File: config.mk
export PLATFORM = sky130hd
export DESIGN_NAME = reset_button_ctrl
export DESIGN_NICKNAME = d
export VERILOG_FILES = /design/src/rtl/z80_sys_pkg.sv /design/src/rtl/button_debounce.sv /design/src/rtl/reset_button_ctrl.sv
export SDC_FILE = /design/constraint.sdc
export NUM_CORES = 1
export LEC_CHECK = 0
export CORE_MARGIN = 8
export CORE_UTILIZATION = 29
export CTS_BUF_LIST = sky130_fd_sc_hd__clkbuf_2
export DETAILED_ROUTE_END_ITERATION = 16
export PLACE_DENSITY = 0.44
export SLEW_MARGIN = 20
export SYNTH_ARGS = -nofsm -noshare
export SYNTH_HDL_FRONTEND = slang
export SYNTH_SLANG_ARGS = --single-unit
File: constraint.sdc
create_clock -name clk -period 4.5 [get_ports clk]
set_input_delay 1.125 -clock clk [delete_from_list [all_inputs] [get_ports clk]]
set_output_delay 1.125 -clock clk [all_outputs]
set_load 0.02 [all_outputs]
File: src/rtl/z80_sys_pkg.sv
// Shared definitions for the z80 system glue: reset-FSM encoding and default widths.
// Latency: n/a (types and constants only).
// Backpressure: n/a.
package z80_sys_pkg;

  // Reset sequencer states; sys_reset is asserted in every state except ST_RUN.
  typedef enum logic [1:0] {
    ST_HOLD    = 2'd0,
    ST_STRETCH = 2'd1,
    ST_RUN     = 2'd2
  } rst_state_t;

  localparam int DB_W_DEF  = 8;   // debounce counter width
  localparam int RST_W_DEF = 8;   // reset stretch counter width
  localparam int LP_W_DEF  = 20;  // long-press counter width

endpackage

File: src/rtl/button_debounce.sv
// One button channel: polarity fix, 2-flop synchroniser, debounce counter, edge events.
// Latency: a clean pin edge moves level 2 + 2^DB_W clocks later; press/rel pulse in that cycle.
// Backpressure: none; pulses are single-cycle and must be consumed when they occur.
//
// Ports:
//   clk, reset_n  - clock and synchronous active-low reset
//   pin           - raw asynchronous button pin
//   level         - debounced level, 1 = pressed
//   level_nxt     - value level takes at the next edge (lets the reset FSM act in the same cycle)
//   press / rel   - one-cycle pulses on debounced 0->1 / 1->0
//   lpress        - one-cycle long-press pulse (only with RESET_BUTTON_CTRL_LONGPRESS_EN)
// Macro: RESET_BUTTON_CTRL_LONGPRESS_EN builds the long-press counter; otherwise lpress = 0.
module button_debounce
  import z80_sys_pkg::*;
#(
  parameter int DB_W = DB_W_DEF,
  parameter int LP_W = LP_W_DEF,
  parameter bit INV  = 1'b0
) (
  input  logic clk,
  input  logic reset_n,
  input  logic pin,
  output logic level,
  output logic level_nxt,
  output logic press,
  output logic rel,
  output logic lpress
);

  localparam logic [DB_W-1:0] CNT_MAX = '1;

  logic [1:0]      sync;
  logic            s;
  logic [DB_W-1:0] cnt;
  logic            flip;

  assign s = sync[1];

  // The level flips only after the sample has disagreed for a full counter span.
  assign flip      = (s != level) && (cnt == CNT_MAX);
  assign level_nxt = flip ? s : level;

  always_ff @(posedge clk) begin
    if (!reset_n) begin
      sync  <= '0;
      cnt   <= '0;
      level <= 1'b0;
      press <= 1'b0;
      rel   <= 1'b0;
    end else begin
      sync  <= {sync[0], pin ^ INV};
      press <= flip & s;
      rel   <= flip & ~s;
      // Any agreeing sample restarts the count.
      if ((s == level) || flip) begin
        cnt <= '0;
      end else begin
        cnt <= cnt + 1'b1;
      end
      level <= level_nxt;
    end
  end

`ifdef RESET_BUTTON_CTRL_LONGPRESS_EN
  localparam logic [LP_W-1:0] LP_MAX = '1;

  logic [LP_W-1:0] lp;

  // lp saturates at max, so the pulse (taken as it reaches max) fires once per press.
  always_ff @(posedge clk) begin
    if (!reset_n) begin
      lp     <= '0;
      lpress <= 1'b0;
    end else begin
      lpress <= level && (lp == LP_MAX - 1'b1);
      if (!level) begin
        lp <= '0;
      end else if (lp != LP_MAX) begin
        lp <= lp + 1'b1;
      end
    end
  end
`else
  // No long-press counter in this build; LP_W plays no role and the term is constant 0.
  assign lpress = (LP_W < 0);
`endif

endmodule

File: src/rtl/reset_button_ctrl.sv
// Reset generator plus NCH-channel button conditioner feeding system_z80.
// Latency: lock->reset release 2 + 2^RST_W clocks; button events 2 + 2^DB_W clocks after the pin edge.
// Backpressure: none; all outputs are levels or single-cycle pulses.
//
// Ports:
//   clk, reset_n  - single clock domain, synchronous active-low reset
//   pll_lock      - asynchronous PLL lock indication
//   btn_i[NCH]    - raw asynchronous button pins (INV bit = 1 marks an active-low pin)
//   sys_reset     - active-high reset to the core, low only in ST_RUN
//   btn_level     - debounced levels, 1 = pressed
//   btn_press     - one-cycle pulse per debounced press
//   btn_release   - one-cycle pulse per debounced release
//   btn_long      - one-cycle long-press pulse; constant 0 unless RESET_BUTTON_CTRL_LONGPRESS_EN
module reset_button_ctrl
  import z80_sys_pkg::*;
#(
  parameter int             NCH    = 4,
  parameter int             DB_W   = DB_W_DEF,
  parameter int             RST_W  = RST_W_DEF,
  parameter logic [NCH-1:0] INV    = 4'b0001,
  parameter int             RST_CH = 0,
  parameter int             LP_W   = LP_W_DEF
) (
  input  logic           clk,
  input  logic           reset_n,
  input  logic           pll_lock,
  input  logic [NCH-1:0] btn_i,
  output logic           sys_reset,
  output logic [NCH-1:0] btn_level,
  output logic [NCH-1:0] btn_press,
  output logic [NCH-1:0] btn_release,
  output logic [NCH-1:0] btn_long
);

  localparam logic [RST_W-1:0] RCNT_MAX = '1;
  localparam logic [NCH-1:0]   RST_MASK = NCH'(1) << RST_CH;

  logic [NCH-1:0]   lvl_nxt;
  logic             rst_btn_nxt;
  logic             lk_s1;
  rst_state_t       state;
  logic [RST_W-1:0] rcnt;

  for (genvar g = 0; g < NCH; g++) begin : g_ch
    button_debounce #(
      .DB_W (DB_W),
      .LP_W (LP_W),
      .INV  (INV[g])
    ) u_db (
      .clk       (clk),
      .reset_n   (reset_n),
      .pin       (btn_i[g]),
      .level     (btn_level[g]),
      .level_nxt (lvl_nxt[g]),
      .press     (btn_press[g]),
      .rel       (btn_release[g]),
      .lpress    (btn_long[g])
    );
  end

  // The FSM reacts to the reset button's next level so that sys_reset moves on
  // the same edge as btn_level[RST_CH], not one cycle after it.
  assign rst_btn_nxt = |(lvl_nxt & RST_MASK);

  // Lock synchroniser: lk_s1 is the first flop and the FSM state register is the
  // second, so lock reaches the sequencer two edges after the pin.
  always_ff @(posedge clk) begin
    if (!reset_n) begin
      lk_s1 <= 1'b0;
      state <= ST_HOLD;
      rcnt  <= '0;
    end else begin
      lk_s1 <= pll_lock;
      if (!lk_s1 || rst_btn_nxt) begin
        // Lock loss or reset button held: restart with no partial stretch credit.
        state <= ST_HOLD;
        rcnt  <= '0;
      end else begin
        case (state)
          ST_HOLD: begin
            state <= ST_STRETCH;
            rcnt  <= '0;
          end
          ST_STRETCH: begin
            if (rcnt == RCNT_MAX) begin
              state <= ST_RUN;
            end else begin
              rcnt <= rcnt + 1'b1;
            end
          end
          ST_RUN: begin
            state <= ST_RUN;
          end
          default: begin
            state <= ST_HOLD;
            rcnt  <= '0;
          end
        endcase
      end
    end
  end

  assign sys_reset = (state != ST_RUN);

endmodule

==> summary.md <==
| Metric | Value |
|---|---|
| Max transition margin | `37.8%` |
| Clock buffer count from CTS | `9` |
| Seq cells post-synth | `63` |
| GRT overflow | `0` |
| Pin count of the biggest net entering global routing | `23` |
| Final worst slack | `1.32 ns` |
| CP arrival | `2.05 ns` |
| Commonest non-fill, non-tap cell in the layout | `dfxtp_1` |
| DR iter-0 viols | `50` |
| Startpoint types | `flop` |
| Starting Density | `29.3%` |
| Crit path time final | `3.18 ns` |
| Core footprint | `9020 um2` |
| Critical path required time | `3.38 ns` |
| Clock sink total | `63` |
| Post-DP HPWL | `3.19 mm` |
| GRT Overall Usage | `7.58%` |
| Root buf cell | `clkbuf_2` |
| Skew-Pair Late Insertion Delay | `0.47 ns` |
| Status | `completed` |
| Post-Syn Area | `2640 um2` |
| Crit path kind | `flop to output port` |
| Layout area overhead | `12.2%` |
| Skew final | `0.0240 ns` |
| Row cnt | `35` |
| Biggest area consumer among synthesized cells | `dfxtp_1` |
| Die width | `111 um` |
| Yosys warns | `0` |
| Synthesized area per cell | `9.10 um2` |
| Die area | `12400 um2` |
| RSZ-0062 raised after global routing | `no` |
| First-pass GRT wire length | `7.74 mm` |
| Hold Buf Count CTS | `0` |
| Leak | `0.988 nW` |
| Post-DRT Antenna Nets | `0` |
| Hold slack | `0.464 ns` |
| CTS H-Tree Depth | `3` |
| Vias in the first global route | `1761` |
| Critical path endpoint category | `output port` |
| Setup bufs post-CTS | `0` |
| Final cycle utilization of the critical path | `70.6%` |
| Yosys top cell area share | `47.8%` |
| Final Max Slew Viols | `0` |
| Count of different cell masters after synthesis | `36` |
| Post-place setup slack | `1.58 ns` |
| Slew at the pin closest to its max-slew limit | `0.907 ns` |
| Peak supply drop | `0.000127 V` |
| Layout Utilization | `32.8%` |
| First-pass DRT Iterations | `4` |
| Remaining DRCs | `0` |
| Routability Congestion | `0.723` |
| Synth Instances | `290` |
| Most frequent cells in the layout | `dfxtp_1 (63), nor2_1 (41), nand2_1 (28)` |
| # Max-Cap Violations | `0` |
| CTS tree | `done` |
| Crit path max fanout | `11` |
| Class of the worst hold path | `flop to flop` |
| PD cells | `318 nW/um2` |
| Io pins | `24` |
| Synth top area cells | `dfxtp_1 (48%), nor2_1 (5.8%), buf_4 (4.6%)` |
| IO Port Bufs | `19` |
| PostCTS Resize Cnt | `0` |
| Max Buffers Root-to-Sink | `2` |
| Maximum clock frequency | `315 MHz` |
| Drt total wl | `4.50 mm` |
| Vias per cell | `4.35` |
| Setup Viol. Count Final | `0` |
| Layout cells sized above 1 | `7.84%` |
| Initial antenna violation count | `1` |
| Final hold violations | `0` |
| Wire per inst | `10.8 um` |
| Die height | `111 um` |
| Register area share after synthesis | `47.8%` |
| Fin Setup TNS | `0 ns` |
| Nets@finish | `316` |
| Worst-path clk slew | `0.18 ns` |
| DR vias | `1820` |
## layer usage
metal	share of wire (%)	GRT usage (%)	vias up
met5	0	0	-
met4	2.9	5.60	0
met3	5.2	2.69	10
met2	42	11.3	25
met1	50	8.74	817
li1	-	-	968
## logic make-up after synthesis
family / count (synthesis) / share of synthesized area [%]
adders and majority gates: 8 / 3.79
and+or+nand+nor: 130 / 24.4
AOI/OAI and AO/OA: 25 / 6.02
DFF: 63 / 47.8
muxes: 8 / 3.03
xor gates and xnor gates: 25 / 8.30
buffers and inverters: 30 / 6.54
other: 1 / 0.142
## cells in the mapped netlist, drive strengths merged
library cell	number
dfxtp	63
nor2	41
nand2	28
buf	16
nand3	14
xor2	13
xnor2	12
nor3	10
and2	8
ha	8
mux2i	8
a21oi	7
clkbuf	7
inv	7
nor3b	7
o21ai	6
nor2b	5
or2	4
or3	4
a31oi	3
a211oi	2
and3	2
and4	2
nand4	2
o2111ai	2
a2111o	1
a21boi	1
a31o	1
conb	1
nand2b	1
nor4	1
nor4b	1
o211ai	1
o31ai	1
## report_power, final
part           switching [mW]  internal (mW)  leakage, nW
Combinational          0.0155         0.0126        0.410
Sequential            0.00337          0.564        0.510
Clock                   0.216          0.129       0.0683
Total                   0.235          0.706        0.988
## registers in the layout, indices dropped and copies added (netlist names)
| register | flops |
|---|---|
| state | 2 |
| rcnt | 8 |
| g_ch.u_db.sync | 8 |
| g_ch.u_db.rel | 4 |
| g_ch.u_db.level | 4 |
| g_ch.u_db.cnt | 32 |
| lk_s1 | 1 |
| g_ch.u_db.press | 4 |
## layout make-up
class                      count  area (um2)
clock buffer                   9        45.0
inverter                       7        26.3
clock inverter                 7        72.6
tap                          111         139
sequential                    63        1260
fill                         974        6060
timing repair buffer          20         198
multi-input combinational    200        1220
antenna                        1        2.50
## worst paths after layout
path,startpoint,slack [ns],depth (start not counted),to
hold / removal,g_ch[2].u_db.sync[0],0.46,1,g_ch[2].u_db.sync[1]
setup / recovery,state[0],1.32,4,sys_reset
setup reg to reg,g_ch[0].u_db.cnt[0],2.39,5,rcnt[7]
hold reg to reg,g_ch[2].u_db.sync[0],0.46,1,g_ch[2].u_db.sync[1]
## through the flow
step                      cells  power [mW]  cell area, um2
after global placement      401       0.608            2840
after global routing        418       0.988            2960
after CTS                   417       0.964            2960
after floorplan             293       0.600            2650
final                       418       0.941            2960
after detailed placement    401       0.607            2840
## critical path, stage by stage (launching register included)
cell and delay (ns):
dfxtp_1 0.38, inv_1 0.06, ha_1 0.32, inv_1 0.20
clkdlybuf4s50_1 0.63
Power figures use the tool's default switching activity.
